$ cat config.mk
export PLATFORM = sky130hd
export DESIGN_NAME = mimo_detect_sched
export DESIGN_NICKNAME = d
export VERILOG_FILES = /design/src/rtl/mimo_pkg.sv /design/src/rtl/mimo_result_fifo.sv /design/src/rtl/mimo_detect_sched.sv
export SDC_FILE = /design/constraint.sdc
export NUM_CORES = 1
export LEC_CHECK = 0
export ABC_CLOCK_PERIOD_IN_PS = 3350
export CAP_MARGIN = 30
export CELL_PAD_IN_SITES_DETAIL_PLACEMENT = 0
export CELL_PAD_IN_SITES_GLOBAL_PLACEMENT = 2
export CORE_AREA = 2 2 317 241
export DETAILED_ROUTE_END_ITERATION = 6
export DIE_AREA = 0 0 319 243
export PLACE_DENSITY_LB_ADDON = 0.1
export SYNTH_ARGS = -nofsm -noshare
export SYNTH_HDL_FRONTEND = slang
export SYNTH_SLANG_ARGS = --single-unit
$ cat constraint.sdc
create_clock -name clk -period 3.35 [get_ports clk]
set_clock_uncertainty 0.15 [all_clocks]
set_input_delay 0.335 -clock clk [delete_from_list [all_inputs] [get_ports clk]]
set_output_delay 0.335 -clock clk [all_outputs]
set_load 0.02 [all_outputs]
$ cat src/rtl/mimo_pkg.sv
// Shared definitions for the 2x2 MIMO detector sequencer: default component
// width, controller states, operand packing slots and result entry layout.
package mimo_pkg;

    localparam int W = 28;

    typedef enum logic [1:0] {
        IDLE   = 2'd0,
        WAIT_Y = 2'd1,
        HOLD   = 2'd2
    } state_e;

    // Component slot k of a packed operand vector occupies [k*W +: W];
    // the first-listed component sits in the most significant slot.
    localparam int H11_RE = 7;
    localparam int H11_IM = 6;
    localparam int H12_RE = 5;
    localparam int H12_IM = 4;
    localparam int H21_RE = 3;
    localparam int H21_IM = 2;
    localparam int H22_RE = 1;
    localparam int H22_IM = 0;
    localparam int H_SLOTS = 8;

    localparam int Y1_RE = 3;
    localparam int Y1_IM = 2;
    localparam int Y2_RE = 1;
    localparam int Y2_IM = 0;
    localparam int Y_SLOTS = 4;

    localparam int DEMOD_W = 3;
    localparam int IDX_W   = 16;
    localparam int ENTRY_W = 2 * DEMOD_W + IDX_W + 1;

    typedef struct packed {
        logic [DEMOD_W-1:0] d1;
        logic [DEMOD_W-1:0] d2;
        logic [IDX_W-1:0]   idx;
        logic               last;
    } entry_t;

endpackage

$ cat src/rtl/mimo_result_fifo.sv
// Small result queue between the detector sequencer and its consumer.
// The head entry is read straight out of the storage registers.
module mimo_result_fifo
    import mimo_pkg::*;
#(
    parameter int DEPTH = 4,
    localparam int CNT_W = $clog2(DEPTH) + 1
) (
    input  logic             clk,
    input  logic             rst,
    input  logic             push_i,
    input  entry_t           push_data_i,
    input  logic             pop_i,
    output entry_t           head_o,
    output logic             not_empty_o,
    output logic [CNT_W-1:0] count_o
);

    localparam int PTR_W = (DEPTH > 1) ? $clog2(DEPTH) : 1;

    entry_t           mem_q [DEPTH];
    logic [PTR_W-1:0] wr_q;
    logic [PTR_W-1:0] rd_q;
    logic [CNT_W-1:0] cnt_q;
    logic             do_push;
    logic             do_pop;

    // A push into a full queue is only taken when the head leaves in the same cycle.
    assign do_pop  = pop_i && (cnt_q != '0);
    assign do_push = push_i && ((cnt_q != CNT_W'(DEPTH)) || do_pop);

    // Storage, pointers and occupancy; pointers wrap naturally (DEPTH is a power of 2).
    always_ff @(posedge clk or negedge rst) begin
        if (!rst) begin
            wr_q  <= '0;
            rd_q  <= '0;
            cnt_q <= '0;
            for (int i = 0; i < DEPTH; i++) begin
                mem_q[i] <= '0;
            end
        end else begin
            if (do_push) begin
                mem_q[wr_q] <= push_data_i;
                wr_q        <= wr_q + PTR_W'(1);
            end
            if (do_pop) begin
                rd_q <= rd_q + PTR_W'(1);
            end
            cnt_q <= cnt_q + CNT_W'(do_push) - CNT_W'(do_pop);
        end
    end

    assign head_o      = mem_q[rd_q];
    assign not_empty_o = (cnt_q != '0);
    assign count_o     = cnt_q;

endmodule

$ cat src/rtl/mimo_detect_sched.sv
// Sequencer for the combinational 2x2 QR MIMO detector: latches one channel
// matrix per frame, feeds received vectors one at a time, waits a fixed
// settle window, then queues the demodulated symbols with index/last tags.
module mimo_detect_sched #(
    parameter int W      = mimo_pkg::W,
    parameter int SETTLE = 4,
    parameter int DEPTH  = 4
) (
    input  logic           clk,
    input  logic           rst,
    input  logic           h_valid,
    output logic           h_ready,
    input  logic [8*W-1:0] h_vec,
    input  logic [15:0]    frame_len,
    input  logic           y_valid,
    output logic           y_ready,
    input  logic [4*W-1:0] y_vec,
    output logic [8*W-1:0] det_h,
    output logic [4*W-1:0] det_y,
    input  logic [2:0]     det_demod_1,
    input  logic [2:0]     det_demod_2,
    output logic           out_valid,
    input  logic           out_ready,
    output logic [5:0]     out_demod,
    output logic [15:0]    out_idx,
    output logic           out_last,
    output logic           busy,
    output logic           frame_done
);

    import mimo_pkg::*;

    localparam int SCNT_W = (SETTLE > 1) ? $clog2(SETTLE) : 1;
    localparam int FCNT_W = $clog2(DEPTH) + 1;

    state_e              state_q, state_d;
    logic [8*W-1:0]      det_h_q, det_h_d;
    logic [4*W-1:0]      det_y_q, det_y_d;
    logic [15:0]         len_q, len_d;
    logic [15:0]         idx_q, idx_d;
    logic [SCNT_W-1:0]   scnt_q, scnt_d;
    logic                frame_done_q, frame_done_d;

    logic                push;
    logic                is_last;
    entry_t              push_entry;
    entry_t              head;
    logic                fifo_ne;
    logic [FCNT_W-1:0]   fifo_count;

    assign is_last    = (idx_q == len_q - 16'd1);
    assign push_entry = {det_demod_1, det_demod_2, idx_q, is_last};

    // Space is reserved at acceptance: the queue can only drain during HOLD.
    assign y_ready = (state_q == WAIT_Y) && (fifo_count < FCNT_W'(DEPTH));
    assign h_ready = (state_q == IDLE);
    assign busy    = (state_q != IDLE);

    // Next-state logic: frame setup, vector acceptance and settle countdown.
    always_comb begin
        state_d      = state_q;
        det_h_d      = det_h_q;
        det_y_d      = det_y_q;
        len_d        = len_q;
        idx_d        = idx_q;
        scnt_d       = scnt_q;
        frame_done_d = 1'b0;
        push         = 1'b0;
        case (state_q)
            IDLE: begin
                if (h_valid) begin
                    det_h_d = h_vec;
                    len_d   = (frame_len == '0) ? 16'd1 : frame_len;
                    idx_d   = '0;
                    state_d = WAIT_Y;
                end
            end
            WAIT_Y: begin
                if (y_valid && y_ready) begin
                    det_y_d = y_vec;
                    scnt_d  = SCNT_W'(SETTLE - 1);
                    state_d = HOLD;
                end
            end
            HOLD: begin
                if (scnt_q == '0) begin
                    push = 1'b1;
                    if (is_last) begin
                        frame_done_d = 1'b1;
                        state_d      = IDLE;
                    end else begin
                        idx_d   = idx_q + 16'd1;
                        state_d = WAIT_Y;
                    end
                end else begin
                    scnt_d = scnt_q - SCNT_W'(1);
                end
            end
            default: begin
                state_d = IDLE;
            end
        endcase
    end

    // State, operand and frame-tracking registers.
    always_ff @(posedge clk or negedge rst) begin
        if (!rst) begin
            state_q      <= IDLE;
            det_h_q      <= '0;
            det_y_q      <= '0;
            len_q        <= '0;
            idx_q        <= '0;
            scnt_q       <= '0;
            frame_done_q <= 1'b0;
        end else begin
            state_q      <= state_d;
            det_h_q      <= det_h_d;
            det_y_q      <= det_y_d;
            len_q        <= len_d;
            idx_q        <= idx_d;
            scnt_q       <= scnt_d;
            frame_done_q <= frame_done_d;
        end
    end

    mimo_result_fifo #(
        .DEPTH (DEPTH)
    ) u_fifo (
        .clk         (clk),
        .rst         (rst),
        .push_i      (push),
        .push_data_i (push_entry),
        .pop_i       (out_ready),
        .head_o      (head),
        .not_empty_o (fifo_ne),
        .count_o     (fifo_count)
    );

    assign det_h      = det_h_q;
    assign det_y      = det_y_q;
    assign frame_done = frame_done_q;
    assign out_valid  = fifo_ne;
    assign out_demod  = {head.d1, head.d2};
    assign out_idx    = head.idx;
    assign out_last   = head.last;

endmodule

### After elaboration in Yosys (flattened, before gate mapping)

Index checks and enable logic that the tools add are counted.

| operators by class | value |
|---|---|
| $add $sub $neg | 7 |
| $lt $le $gt $ge | 4 |
| equal/unequal tests | 9 |
| mux-type cells | 24 |
| bitwise operators | 2 |
| reductions and logical operators | 18 |

Operator list:

| cell | count |
|---|---|
| bitwise mux 92 bit | 1 |
| two-way mux 23 bit | 3 |
| two-way mux 16 bit | 4 |
| binary-select mux 23 bit (select 2 bit) | 1 |
| demux 23 bit (select 2 bit) | 1 |
| case mux 16 bit (2 select lines) | 1 |
| adder 16 x 1 -> 16 bit, second input constant | 1 |
| == test 16 bit | 1 |
| zero test 16 bit | 1 |
| subtractor 16 x 1 -> 16 bit, second input constant | 1 |
| two-way mux 2 bit | 5 |
| != test 2 bit, second input constant | 4 |
| >= comparator 3 bit, second input constant | 2 |
| two-way mux 1 bit | 6 |
| inverter 2 -> 3 bit | 2 |
| case mux 2 bit (3 select lines) | 1 |
| AND reduction 3 bit | 2 |
| nonzero test 2 bit | 3 |
| logical AND 1 bit | 5 |
| adder 2 x 1 -> 2 bit, second input constant | 2 |
| zero test 2 bit | 2 |
| case mux 2 bit (2 select lines) | 1 |
| AND reduction 2 bit | 2 |
| AND reduction 4 bit | 1 |
| 11 further kinds | 11 |

| word-level totals | value |
|---|---|
| register bits after elaboration | 472 |
| word-level logic and storage cells | 90 |

### Logic depth before layout (Yosys ltp)

| logic depth | value |
|---|---|
| depth after elaboration | 6 |
| mapped depth | 12 |
| mapped depth without buffers | 10 |

### Cells and area by module

Synthesis repeated with hierarchy kept, for this count alone.

| second synthesis, totals | value |
|---|---|
| cell total of the unflattened synthesis | 1714 |
| area total of the unflattened synthesis | 19175.9 µm² |

Modules (own cells, without submodules):

| module | times used | cells each | area an instance (µm²) | seq. area each (µm²) |
|---|---|---|---|---|
| mimo_detect_sched | 1 | 1455 | 14779.2 | 9334.0 |
| mimo_result_fifo | 1 | 259 | 4396.7 | 2477.4 |

### Least setup slack after synthesis

OpenSTA, ideal clock, no wires.

| timing | value |
|---|---|
| kind | register -> register |
| start point | register len_q[0] |
| end point | register idx_q[11] |
| setup time | 0.079 ns |
| data arrival time | 2.759 ns |
| data required time | 3.121 ns |
| slack | 0.362 ns |
| stages on the path, launching flop included | 12 |
| path buffers | 2 |
| cell sequence | dfrtp_1 -> inv_1 -> ha_1 -> or4b_1 -> buf_2 -> o2111a_1 -> a2111oi_0 -> nand2_1 -> and4_4 -> buf_6 -> nor4_1 -> mux2i_1 |

| between the ends | value |
|---|---|
| word-level cells in the longest chain between the ends | 4 |

Ends and longest elaborated chain:

| what | line | source |
|---|---|---|
| start: declaration | mimo_detect_sched.sv:39 | `logic [15:0] len_q, len_d;` |
| start signal: assignment | mimo_detect_sched.sv:119 | `len_q <= len_d;` |
| subtractor 16 x 1 -> 16 bit | mimo_detect_sched.sv:51 | `assign is_last = (idx_q == len_q - 16'd1);` |
| == test 16 bit | mimo_detect_sched.sv:51 |  |
| != test 2 bit (no source line) | n/a |  |
| AND reduction 4 bit (no source line) | n/a |  |
| end signal: assignment | mimo_detect_sched.sv:120 | `idx_q <= idx_d;` |
| end: declaration | mimo_detect_sched.sv:40 | `logic [15:0] idx_q, idx_d;` |

No other way between the ends.
A chain may end at the register's enable or synchronous reset.

### Final worst setup path

| timing | value |
|---|---|
| start point | register len_q[0] |
| end point | register idx_q[15] |

The elaborated chain is that of the path after synthesis.

==> results.yml <==
synthesis:
  yosysWarningCount: 0
  synth_fa_ha_area_frac: 0.00690
  synthFlopType: "dfrtp_1"
  synth_most_common_cell: "nand2_1"
  synth_top_family_by_area: "simple AND/OR/NAND/NOR gates"
  synth_simple_gate_area_frac: 0.244
  synthArstFlopShare: 1.00
  syn_inst: 1978
  synth_nets: 2351
  yosysTopAreaCell: "dfrtp_1"
  yosysTopAreaCellShare: 0.615
  syn_avg_cell_area_sq_um: 9.71
  synth_compound_area_frac: 0.0150
  yosysUniqueCellTypes: 61
  synth_edf_count: 0
  synthXorXnorAreaFrac: 0.0100
  muxShareOfSynthArea: 0.0832
  synth-seq-area-share: 0.615
  syn_area_sq_um: 19200
  synth_area_leaders: "dfrtp_1 61%, nand2_1 21%, mux2_2 5.2%"
  ys_ff_latch: 472
  synth_common_cells: "1087 x nand2_1, 472 x dfrtp_1, 104 x clkbuf_1"
critical_path:
  worstSetupStartpointType: "flip-flop"
  critPathMaxFanout: 13
  critPathRequiredTime_ps: 3720
  critPathArrivalTime_ps: 3530
  rrSetupSlack_ps: 180
  worstSetupPathType: "reg -> reg"
  end_kind: "flip-flop"
routing:
  via_count: 16000
  wirelength_mm: 75.1
  drt_iter0_drc: 820
  wire_per_inst_um: 20.3
  avgViaCountPerCell: 4.31
  dr.pass1.iters: 5
  postRouteAntennaNets: 0
  route.detailed.drc: 0
clock_tree:
  numCtsBuffers: 53
  cts_tree: "yes"
  cts_max_path_buffers: 3
  cts_hold_buf: 1
  post-cts-setup-buffers: 0
  clock_latency_ps: 600
  cts.sinks: 472
  cts_resized: 0
  clk_pin_slew_worst_paths_ps: 60
  clockRootBuffer: "clkbuf_16"
  htree_levels: 2
finish:
  area_delta_synth_final_pct: 53.3
  fin_cells: 3704
  nNetsFinal: 3058
  multiInputGateArea_sq_um: 6930
  ff_latch_area_sq_um: 11800
  utilization: 0.396
  drive_above_1_share: 0.0893
  fill_cells: 7404
grt:
  grtUsageTotal: 0.190
  grt_remaining_overflow: 0
  grt_pass1_wl_mm: 111
  grt_pass1_vias: 16500
  grt_max_degree: 119
  antenna_found_initial: 14
power:
  p_leak_uw: 0.0141
  finalPower_uw: 26800
  p_per_area_nw_per_um2: 908
  peakVddDrop_mv: 0.419
placement:
  dp_hpwl_mm: 54.4
  place_congestion: 0.811
  dp_cells: 3608
  port_buffers: 726
floorplanning:
  die_x_um: 319
  io_pins: 727
  core_area_sq_um: 74500
  die_height_um: 243
  dieArea_sq_um: 77500
  fp-row-count: 87
  start_util: 0.258
timing:
  min_period_ps: 3170
  worst_pin_slew_ps: 704
  fmax_mhz: 316
  fin_setup_tns_ps: 0
  setup-violations-final: 0
  layout_worst_path_cycle_share: 0.945
  final_hold_viol_count: 0
  rsz0062_at_grt: "false"
  drv_slew: 0
  slew_headroom: 0.530
  whs_ps: 104
flow_run:
  maxCapViolCount: 0
min_path:
  hp-class: "in -> reg"
status:
  outcome: "finished, final reports clean"
-- cell type report --
class,count,area share
timing repair buffer,766,0.262
tap,979,0.0416
multi-input combinational,1381,0.235
inverter,11,0.00140
sequential,472,0.401
antenna,5,0.000425
clock buffer,77,0.0529
clock inverter,13,0.00527
-- layout by cell type (no fill, tap or decap), drive strengths merged, types with 4 or more instances in the layout --
master / count
a21oi: 6
and2: 6
buf: 40
clkbuf: 77
clkdlybuf4s50: 725
clkinv: 9
dfrtp: 472
diode: 5
ha: 9
inv: 12
mux2: 88
mux2i: 9
mux4: 23
nand2: 1088
nand2b: 12
nand3: 8
nor2: 21
nor3: 7
nor3b: 4
nor4: 12
o21ai: 12
or3: 4
or4: 4
xnor2: 13
xor2: 9
-- kinds of logic after synthesis --
logic type,count (synthesis)
AO/OA/AOI/OAI,42
buffers and inverters,125
flip-flops,472
adder cells (fa/ha/maj),10
multiplexers,120
AND/OR/NAND/NOR,1187
XOR/XNOR,22
-- path summary, 6_finish.rpt --
| path | start | end | cells past startpoint |
|---|---|---|---|
| min in group asynchronous | rst | det_h[146]$_DFFE_PN0P_ | 2 |
| min | h_vec[40] | det_h[40]$_DFFE_PN0P_ | 3 |
| max reg2reg | len_q[0]$_DFFE_PN0P_ | idx_q[15]$_DFFE_PN0P_ | 9 |
| max in group asynchronous | rst | len_q[10]$_DFFE_PN0P_ | 3 |
| min reg2reg | det_y[80]$_DFFE_PN0P_ | det_y[80]$_DFFE_PN0P_ | 2 |
| max | len_q[0]$_DFFE_PN0P_ | idx_q[15]$_DFFE_PN0P_ | 9 |
-- sequential cells by signal, indices dropped and copies added, names as in the netlist, 2 cells and up --
| register | flops |
|---|---|
| det_y | 112 |
| len_q | 16 |
| det_h | 224 |
| state_q | 2 |
| u_fifo.count_o | 3 |
| u_fifo.rd_q | 2 |
| idx_q | 16 |
| u_fifo.mem_q | 92 |
| scnt_q | 2 |
| u_fifo.wr_q | 2 |
-- through the flow --
step | worst slack, ps | cell area (sq um)
3_5_place_dp | 185 | 27700
5_1_grt | 24.3 | 29400
4_1_cts | 175 | 29400
2_1_floorplan | 362 | 19200
6_report | 185 | 29400
3_3_place_gp | 161 | 27700
-- layer usage --
metal / up-vias / wire length [um] / global-route usage
met5: - / 83 / 0
met4: 12 / 1310 / 0.0416
met3: 89 / 4830 / 0.0570
met2: 364 / 38400 / 0.335
met1: 7849 / 30400 / 0.226
li1: 7657 / - / -
-- power breakdown --
group	internal (uW)	total (uW)	leakage (uW)	switching, uW
Sequential	7780	9040	0.00603	1250
Clock	3430	5850	0.000850	2420
Combinational	5060	11900	0.00726	6810
-- worst max-delay path, stage by stage (launching register included) --
cell	delay (ps)
dfrtp_1	380
inv_1	90
ha_1	170
or4b_1	600
o2111a_1	290
a2111oi_0	380
nand2_1	150
and4_4	270
or3_2	450
a21oi_1	160
(Power assumes the default switching activity.)
==> edit: new RTL, config.mk and constraints unchanged <==
Make the reset (`rst`) synchronous in 2 clocked blocks.
--- a/src/rtl/mimo_result_fifo.sv
+++ b/src/rtl/mimo_result_fifo.sv
@@ -30,7 +30,7 @@
     assign do_push = push_i && ((cnt_q != CNT_W'(DEPTH)) || do_pop);
 
     // Storage, pointers and occupancy; pointers wrap naturally (DEPTH is a power of 2).
-    always_ff @(posedge clk or negedge rst) begin
+    always_ff @(posedge clk) begin
         if (!rst) begin
             wr_q  <= '0;
             rd_q  <= '0;
--- a/src/rtl/mimo_detect_sched.sv
+++ b/src/rtl/mimo_detect_sched.sv
@@ -103,7 +103,7 @@
     end
 
     // State, operand and frame-tracking registers.
-    always_ff @(posedge clk or negedge rst) begin
+    always_ff @(posedge clk) begin
         if (!rst) begin
             state_q      <= IDLE;
             det_h_q      <= '0;
Check against the original RTL: differs if rst is asserted again (counterexample within 4 cycles, from zero or initial values and one cycle with rst low); with rst held inactive, the same outputs for 4 cycles.
==> edit against the unedited design <==
- utilization down 2.9 points
- worst setup slack better by 0.093 ns
- via count down 11%
- count of clock-buffer cells in the layout up 1
- global-route usage down 0.60 points
- routed wire length down 2.4%
- design area down 7.5%
- worst hold slack better by 0.0078 ns
- largest cell class unchanged
- die area unchanged
- critical endpoint is now out_idx[8]
- area after synthesis down 12%
- cell count down 12%
- sequential cell count up 2
Power is not compared: it rests on default switching activity, and its combinational part moved more than twofold at a synthesized area within 25%.
==> edit: results <==
final_layout:
  layout-drive-gt1-share_pct: 6.99
  largest_reg_flops: 224
  fillers: 7386
  nets: 2589
drt:
  detail_route.first_pass.iterations: 5
  drt_iter0_drc: 708
  wl_per_cell_um: 22.6
  num_vias: 14200
  viasPerCell: 4.38
placement:
  dp.cells: 3144
  finalWeightedCongestion: 0.788
  dp_hpwl_mm: 53.9
  portBuffers: 726
  pre_cts_slack_ns: 0.427
critical_path:
  critPathMaxFanout: 12
  r2r-start: "len_q[0]"
  crit_slowest_cell: "dfxtp_2"
  slowest_delay_ns: 0.64
  startpoint_type: "register"
  arrival_ns: 2.59
clock_tree:
  numCtsBuffers: 53
  htree_levels: 2
  cts_setup_buffers: 0
  cts.clk_slew.worst_paths_ns: 0.06
  clk_latency_ns: 0.61
global_route:
  grt_pass1_vias: 14600
  grt_pass1_wl_mm: 105
  grt_start_max_net_pins: 118
  antenna_found_initial: 12
  grtUsageTotal_pct: 18.4
yosys:
  synthesis.nets: 1897
  synth-edff-count: 92
  synthTopCellsByCount: "382 x dfxtp_1, 251 x nand2_1, 236 x a22o_1"
  synth_cell_types: 50
  async_flop_share_pct: 0
  synthCells: 1528
  yosys_warnings: 0
  synthTopCellsByArea: "dfxtp_1 45%, edfxtp_1 16%, a22o_1 12%, nand2_1 5.6%, a21oi_1 3.9%"
  seq_area_frac_synth_pct: 61.4
power_and_ir_drop:
  p_leak_nw: 9.87
status:
  outcome: "finished clean"
hold_path:
  hp-class: "input pin to register"
  min_from: "y_vec[41]"
timing:
  slew_headroom_pct: 52.6
edit: layout make-up:
cell class / count / area (um2) / area share (%)
Sequential cell: 474 / 10400 / 38.2
Timing Repair Buffer: 759 / 7690 / 28.2
Multi-Input combinational cell: 919 / 6090 / 22.3
Clock buffer: 78 / 1560 / 5.73
Tap cell: 979 / 1220 / 4.49
Clock inverter: 18 / 224 / 0.822
Inverter: 13 / 51.3 / 0.188
Antenna cell: 2 / 5.00 / 0.0184
edit: layer usage:
layer	wire [um]	track usage, %	vias up
li1	-	-	6889
met5	69	0	-
met4	927	3.48	10
met2	37700	32.9	366
met1	29100	21.2	6855
met3	5430	6.27	78
edit: critical path, delay by kind of cell (launching register included):
family | cells | cell delay, ns
muxes | 1 | 0.54
buffers and inverters | 2 | 0.79
DFF | 1 | 0.64
edit: worst paths after layout:
path	endpoint	slack [ns]	depth (start not counted)
min	det_y[41]	0.11	3
max reg2reg	idx_q[9]	0.43	9
min reg2reg	det_y[105]	0.30	2
max	out_idx[8]	0.28	3
edit: power groups by stage:
stage	Combinational, W	Sequential [W]	Clock (W)
after global placement	0.00354	0.00665	0
final	0.00346	0.00654	0.00601
after floorplan	0.00128	0.00699	0
after detailed placement	0.00353	0.00665	0
after global routing	0.00371	0.00661	0.00646
after CTS	0.00354	0.00655	0.00624
edit: logic make-up (layout without fill, tap and decap cells):
family          after synthesis  after routing  synth area share (%)
flops                       474            474                  61.4
compound gates              401            401                  17.4
mux                          27             27                  3.30
fa+ha+maj                     6              6                 0.487
buf+inv                     135            868                  3.06
simple gates                461            461                  13.2
other cells                   0              2                     0
xor+xnor                     24             24                  1.24
edit: through the flow:
stage                     instance area (um2)  util [%]
after floorplan                         17000         -
after global placement                  25500      34.2
after detailed placement                25500      34.2
after CTS                               27200      36.6
after global routing                    27200      36.6
final                                   27300      36.6
